===== config.mk =====
export PLATFORM = sky130hd
export DESIGN_NAME = mod_updown_counter
export DESIGN_NICKNAME = d
export VERILOG_FILES = /design/src/rtl/mod_updown_counter.sv
export SDC_FILE = /design/constraint.sdc
export NUM_CORES = 1
export LEC_CHECK = 0
export CAP_MARGIN = 20
export CORE_ASPECT_RATIO = 1.25
export CORE_MARGIN = 3
export CORE_UTILIZATION = 55
export DETAILED_ROUTE_END_ITERATION = 10
export PLACE_DENSITY = 0.81
export SLEW_MARGIN = 20
export SYNTH_ARGS = -nofsm -noshare
export SYNTH_HDL_FRONTEND = slang
export SYNTH_SLANG_ARGS = --single-unit

===== constraint.sdc =====
create_clock -name clk -period 5 [get_ports clk]
set_clock_uncertainty 0.15 [all_clocks]
set_input_delay 1 -clock clk [delete_from_list [all_inputs] [get_ports clk]]
set_output_delay 1 -clock clk [all_outputs]
set_load 0.05 [all_outputs]

===== src/rtl/mod_updown_counter.sv =====
// Modulo up/down counter with prescaler, wrap or saturate at the bounds,
// a one-cycle terminal-count pulse and a sticky overflow flag.
module mod_updown_counter #(
  parameter int     WIDTH    = 8,
  parameter longint MODULO   = 64'd1 << WIDTH,
  parameter int     DIV      = 1,
  parameter bit     SATURATE = 1'b0
) (
  input  logic             clk,
  input  logic             rst,
  input  logic             en,
  input  logic             dir,
  input  logic             load,
  input  logic [WIDTH-1:0] load_val,
  input  logic             clr_ovf,
  output logic [WIDTH-1:0] count,
  output logic             tc,
  output logic             ovf
);

  localparam logic [WIDTH-1:0] LP_MAX  = WIDTH'(MODULO - 64'd1);
  localparam logic [WIDTH-1:0] LP_ONE  = WIDTH'(1);
  localparam logic [15:0]      LP_LAST = 16'(DIV - 1);
  localparam logic [15:0]      LP_P1   = 16'd1;

  logic [WIDTH-1:0] r_count;
  logic [15:0]      r_pre;
  logic             r_tc;
  logic             r_ovf;

  logic             w_last;
  logic             w_step;
  logic             w_bound;
  logic             w_evt;
  logic [WIDTH-1:0] w_wrap;
  logic [WIDTH-1:0] w_step_val;
  logic [WIDTH-1:0] w_load_val;
  logic [15:0]      w_pre_nxt;

  always_comb begin
    w_last  = (r_pre == LP_LAST);
    w_step  = en & ~load & w_last;
    w_bound = dir ? (r_count == LP_MAX)
                  : (r_count == '0);
    w_evt   = w_step & w_bound;
    w_wrap  = dir ? '0 : LP_MAX;
    // Saturation holds the boundary value; wrap jumps to the other end.
    if (w_bound)
      w_step_val = SATURATE ? r_count : w_wrap;
    else if (dir)
      w_step_val = r_count + LP_ONE;
    else
      w_step_val = r_count - LP_ONE;
    w_load_val = (load_val > LP_MAX) ? LP_MAX
                                     : load_val;
    w_pre_nxt = r_pre;
    if (load)
      w_pre_nxt = '0;
    else if (en)
      w_pre_nxt = w_last ? '0 : r_pre + LP_P1;
  end

  always_ff @(posedge clk) begin
    if (rst) begin
      r_count <= '0;
      r_pre   <= '0;
      r_tc    <= 1'b0;
      r_ovf   <= 1'b0;
    end else begin
      r_pre <= w_pre_nxt;
      r_tc  <= w_evt;
      if (load)
        r_count <= w_load_val;
      else if (w_step)
        r_count <= w_step_val;
      if (w_evt)
        r_ovf <= 1'b1;
      else if (clr_ovf)
        r_ovf <= 1'b0;
    end
  end

  assign count = r_count;
  assign tc    = r_tc;
  assign ovf   = r_ovf;

endmodule


==> results of run 1 <==
[area by class of cell]
cell class                      count  area, sq um
Multi-Input combinational cell    147         1010
Inverter                           12         45.0
Clock buffer                        4         36.3
Fill cell                         236          847
Sequential cell                    26          520
Tap cell                           34         42.5
Timing Repair Buffer               23          230
[stage by stage]
| step | setup WS (ns) | util [%] | hold slack [ns] |
|---|---|---|---|
| 3_3_place_gp | 1.68 | 67.7 | 0.318 |
| 6_report | 1.94 | 69.0 | 0.367 |
| 3_5_place_dp | 1.62 | 67.7 | 0.339 |
| 4_1_cts | 1.97 | 69.0 | 0.372 |
| 2_1_floorplan | 2.32 | - | 0.360 |
| 5_1_grt | 1.75 | 69.0 | 0.403 |
[per-layer routing]
layer | routed length, microns | share of wire, %
met1 | 1440 | 41
met2 | 1890 | 54
met3 | 85 | 2.4
met4 | 99 | 2.8
met5 | 0 | 0
[layout by cell type (no fill, tap or decap), types with 2 or more instances in the layout]
cell	Yosys	final
a211o_1	2	2
a211oi_1	3	3
a21o_1	2	2
a21oi_1	14	14
clkbuf_4	0	3
clkdlybuf4s50_1	0	23
dfxtp_1	26	26
ha_1	8	8
inv_1	12	12
mux2i_1	3	3
nand2_1	14	14
nand3_1	8	8
nand4_1	5	5
nor2_1	29	29
nor3_1	4	4
nor4_4	2	2
nor4b_4	2	2
o211ai_1	4	4
o21ai_0	11	11
or2_2	2	2
xnor2_1	7	7
xor2_1	11	11
[tightest hold or removal path, stage by stage (launching register included)]
cell     delay (ns)
dfxtp_1        0.35
a21oi_1        0.06
nor2_1         0.08
[logic make-up after synthesis]
family | share of synthesized area, %
DFF | 32.3
xor gates and xnor gates | 9.77
AOI/OAI and AO/OA | 15.7
and+or+nand+nor | 27.9
adders and majority gates | 7.45
muxes | 1.86
buffers and inverters | 5.04
[how the worst max path moves through the flow]
stage | start | endpoint | slack (ns) | cells after the start
floorplan | dir | count[7]$_SDFFE_PP0P_ | 2.32 | 7
global placement | dir | count[7]$_SDFFE_PP0P_ | 1.68 | 8
detailed placement | dir | count[7]$_SDFFE_PP0P_ | 1.62 | 8
CTS | dir | count[7]$_SDFFE_PP0P_ | 1.97 | 8
global route | dir | count[7]$_SDFFE_PP0P_ | 1.75 | 8
finish | dir | count[6]$_SDFFE_PP0P_ | 1.94 | 8
[synthesized netlist by cell type]
| library cell | count |
|---|---|
| nor2_1 | 29 |
| dfxtp_1 | 26 |
| a21oi_1 | 14 |
| nand2_1 | 14 |
| inv_1 | 12 |
| o21ai_0 | 11 |
| xor2_1 | 11 |
| ha_1 | 8 |
| nand3_1 | 8 |
| xnor2_1 | 7 |
| nand4_1 | 5 |
| nor3_1 | 4 |
| o211ai_1 | 4 |
| a211oi_1 | 3 |
| mux2i_1 | 3 |
| a211o_1 | 2 |
| a21o_1 | 2 |
| buf_2 | 2 |
| clkbuf_1 | 2 |
| nor4_4 | 2 |
| nor4b_4 | 2 |
| or2_2 | 2 |
| a22oi_1 | 1 |
| a31oi_1 | 1 |
| and3_1 | 1 |
| and4_1 | 1 |
| buf_4 | 1 |
| buf_6 | 1 |
| fa_1 | 1 |
| nand2b_1 | 1 |
| nand2b_2 | 1 |
| nand4_4 | 1 |
| nor2b_1 | 1 |
| nor3b_4 | 1 |
| nor4_1 | 1 |
| o2111ai_1 | 1 |
| o221a_1 | 1 |
| o41ai_1 | 1 |
| or2_1 | 1 |
| or3_1 | 1 |
[where the power goes]
part	switching, mW	total [mW]	internal (mW)
combinational	0.0767	0.133	0.0559
clock	0.0607	0.105	0.0445
sequential	0.0107	0.225	0.214
total	0.148	0.463	0.315
[registers in the layout (all words and copies together) (netlist names)]
signal,flops
count,8
tc,1
ovf,1
r_pre,16
==> results.yml, run 1 <==
drt:
  ant_nets: 0
  first_pass_iters: 4
  drcViolationCount: 0
  wl_per_cell_microns: 14.3
  dr.first_iter.drc_count: 38
  routed_wl_microns: 3510
  viasPerCell: 5.85
  vias: 1438
finish:
  design_area_sq_um: 1890
  layout.nets: 236
  diodes: 0
  syn_to_final_growth_pct: 16.9
  finalNonFillerCells: 246
  drive_above_1_share_pct: 6.13
global_route:
  grt_pass1_vias: 1333
  grt_use_met2_pct: 39.2
  grt_max_degree: 17
  top_usage_layer: "met2"
  grt_usage_pct: 20.8
  grt_use_met1_pct: 21.5
  grt_util_met3_pct: 2.01
  grt_overflow: 0
  antenna_found_initial: 0
  grt_pass1_wl_microns: 5630
timing:
  fin_tns_setup_ns: 0
  finalHoldViolations: 0
  drv_slew: 0
  setup_viol: 0
  fmax_mhz: 327
  worstMarginPinSlew_ns: 0.503
  period_share_pct: 61.1
  relSlewSlack_pct: 66.4
  period_needed_ns: 3.06
  rsz0062_at_grt: "no"
placed_design:
  io_buffer_count: 23
  dpl-instance-area_sq_um: 1850
  finalWeightedCongestion: 0.854
  place_hpwl_microns: 2740
  dp.cells: 242
critical_path:
  reg2reg_from: "count[0]$_SDFFE_PP0P_"
  cp-start-kind: "input pin"
  cp_max_fo: 7
  cpPeakStageDelay_ns: 0.53
  worstPathRequired_ns: 5.11
  critical_path.cell_chain: "clkdlybuf4s50_1, inv_1, fa_1, a211oi_1, o211ai_1, o41ai_1, o21ai_0, a21oi_1"
  path_buf_inv: 2
  critPathTopFamily: "compound AO/OA/AOI/OAI gates"
  cpMaxStageDelayCell: "clkdlybuf4s50_1"
  crit_type: "in2reg"
  arrival_ns: 3.17
  r2r_slack_ns: 2.92
  reg2regPathDepth: 6
  cp-end-kind: "flop"
  rr_endpoint: "count[6]$_SDFFE_PP0P_"
synthesis:
  synth_cell_types: 40
  synth.largest_area_cell: "dfxtp_1"
  syn_inst: 191
  synth_area_sq_um: 1610
  avgSynthCellArea_sq_um: 8.44
  synth-seq-cells: 26
  synth_nets: 214
  ys_top_cells_by_area: "dfxtp_1 (32%), nor2_1 (6.7%), ha_1 (6.2%), xor2_1 (6.0%), a21oi_1 (4.3%)"
  ys_seq_area_share_pct: 32.3
  synth_top_area_share_pct: 32.3
  ys_warn_count: 0
clock_network:
  post_cts_buffers: 0
  numCtsBuffers: 3
  cts_tree: "done"
  htreeDepth: 1
  ctsResizeCount: 0
  clk_latency_ns: 0.31
  clk_pin_slew_ns: 0.14
  cts_sinks: 26
  cts.path.max_buffers: 2
  hold_buffers: 0
  cts-root-buf: "clkbuf_4"
floorplan:
  die_w_microns: 54.4
  start_util_pct: 59.0
  rows: 21
  die_h_microns: 66.5
  ios: 24
  core_area_sq_um: 2730
  die_area_sq_um: 3620
hold_path:
  min-delay-start: "ovf$_SDFFE_PP0P_"
  min_path_cells: 2
  hold_path.class: "reg2reg"
  holdPathEnd: "ovf$_SDFFE_PP0P_"
power_and_ir_drop:
  powerDensity_nw_per_um2: 245
  p_leak_nw: 0.734
  total_power_uw: 463
  vdd_drop_max_mv: 0.130
flow_run:
  max_cap_violations: 0
outcome:
  status: "completed"
Power figures use the tool's default switching activity.
==> inputs of run 2 (changes only) <==
Settings changed: CORE_UTILIZATION 55 to 53, PLACE_DENSITY 0.81 to 0.78.
Clock period 5 ns to 2.82 ns, I/O delays scaled along.
==> results.yml, run 2 (synthesis results as in run 1) <==
outcome:
  status: "completed"
clock_network:
  post_cts_buffers: 0
  clk_pin_slew_ns: 0.14
  cts.path.max_buffers: 2
  hold_buffers: 0
  cts-root-buf: "clkbuf_4"
  cts_tree: "done"
  clk_latency_ns: 0.32
  htreeDepth: 1
  numCtsBuffers: 3
  cts_sinks: 26
  ctsResizeCount: 0
placed_design:
  place_hpwl_microns: 3030
  io_buffer_count: 23
  place_ws_ns: -0.0349
  finalWeightedCongestion: 0.944
drt:
  wl_per_cell_microns: 15.1
  dr.first_iter.drc_count: 55
  ant_nets: 0
  first_pass_iters: 4
  viasPerCell: 5.83
  drcViolationCount: 0
  routed_wl_microns: 3830
  vias: 1482
timing:
  period_needed_ns: 2.54
  drv_slew: 0
  fmax_mhz: 393
  period_share_pct: 90.1
  setup_ws_ns: 0.278
  worstMarginPinSlew_ns: 0.515
  rsz0062_at_grt: "no"
  hold_slack_ns: 0.398
  finalHoldViolations: 0
  setup_viol: 0
  relSlewSlack_pct: 65.5
power_and_ir_drop:
  pwr-share-comb_pct: 27.7
  p_sw_uw: 275
  vdd_drop_max_mv: 0.374
  total_power_uw: 906
  p_int_uw: 631
  p_seq_share_pct: 44.1
  p_leak_nw: 0.779
  powerDensity_nw_per_um2: 462
  clock_power_share_pct: 28.3
  switching_share_pct: 30.3
floorplan:
  start_util_pct: 57.9
  die_w_microns: 55.3
  core_area_sq_um: 2790
  ios: 24
  rows: 21
  die_h_microns: 67.7
  die_area_sq_um: 3750
hold_path:
  hold_path.class: "reg2reg"
critical_path:
  arrival_ns: 2.66
  crit_type: "in2reg"
  cp-start-kind: "input pin"
  cp_max_fo: 5
  worstPathRequired_ns: 2.94
  cp-end-kind: "flop"
finish:
  diodes: 0
  final_core_util_pct: 70.4
  syn_to_final_growth_pct: 21.6
  top_register: "r_pre"
  layout_commonest_cell: "nor2_1"
  layout_common_cells: "nor2_1 (29), dfxtp_1 (26), clkdlybuf4s50_1 (23)"
  layout.nets: 244
  largest_reg_flops: 16
  drive_above_1_share_pct: 9.55
global_route:
  grt_pass1_wl_microns: 6440
  antenna_found_initial: 0
  grt_pass1_vias: 1496
  grt_max_degree: 17
  grt_usage_pct: 21.5
  grt_overflow: 0
flow_run:
  max_cap_violations: 0
-- run 2: cell count changes in the layout (fill, tap and decap cells not counted), sizes merged --
cell    change
buf         +8
bufinv      +1
clkbuf      -1
-- run 2: per-layer routing --
layer	vias to the layer above	routed length [microns]	global-route usage [%]
li1	731	-	-
met1	694	1470	21.5
met2	43	2050	41.6
met3	14	151	2.87
met4	0	157	14.3
met5	-	0	0
-- run 2: layout make-up --
cell class                 count  area [sq um]
multi-input combinational    147          1010
inverter                      12          45.0
clock inverter                 1          30.0
timing repair buffer          31           290
sequential                    26           520
tap                           34          42.5
fill                         234           823
clock buffer                   3          22.5
-- run 2: critical path, cell delays in order --
cell,delay [ns]
clkdlybuf4s50_1,0.48
inv_1,0.10
ha_1,0.38
o21ai_0,0.36
o21ai_0,0.17
a31oi_1,0.23
mux2i_1,0.21
o221a_1,0.18
-- run 2: stage by stage --
stage / instances / setup TNS (ns) / instance area [sq um]
after detailed placement: 250 / -0.0349 / 1910
after global routing: 254 / 0 / 1960
after CTS: 254 / 0 / 1960
final: 254 / 0 / 1960
after floorplan: 191 / 0 / 1610
after global placement: 250 / 0 / 1910
-- run 2: final timing paths --
kind / from / end / slack [ns] / cells past startpoint
worst max register to register: count[2]$_SDFFE_PP0P_ / count[7]$_SDFFE_PP0P_ / 0.71 / 6
worst min register to register: ovf$_SDFFE_PP0P_ / ovf$_SDFFE_PP0P_ / 0.40 / 2
worst min-delay path: ovf$_SDFFE_PP0P_ / ovf$_SDFFE_PP0P_ / 0.40 / 2
worst max-delay path: dir / count[7]$_SDFFE_PP0P_ / 0.28 / 8
-- run 2: power by group through the flow --
stage | Combinational (mW) | Sequential [mW] | Clock (mW)
6_report | 0.251 | 0.399 | 0.256
5_1_grt | 0.271 | 0.402 | 0.277
4_1_cts | 0.249 | 0.399 | 0.263
3_5_place_dp | 0.248 | 0.406 | 0
3_3_place_gp | 0.237 | 0.406 | 0
2_1_floorplan | 0.128 | 0.442 | 0
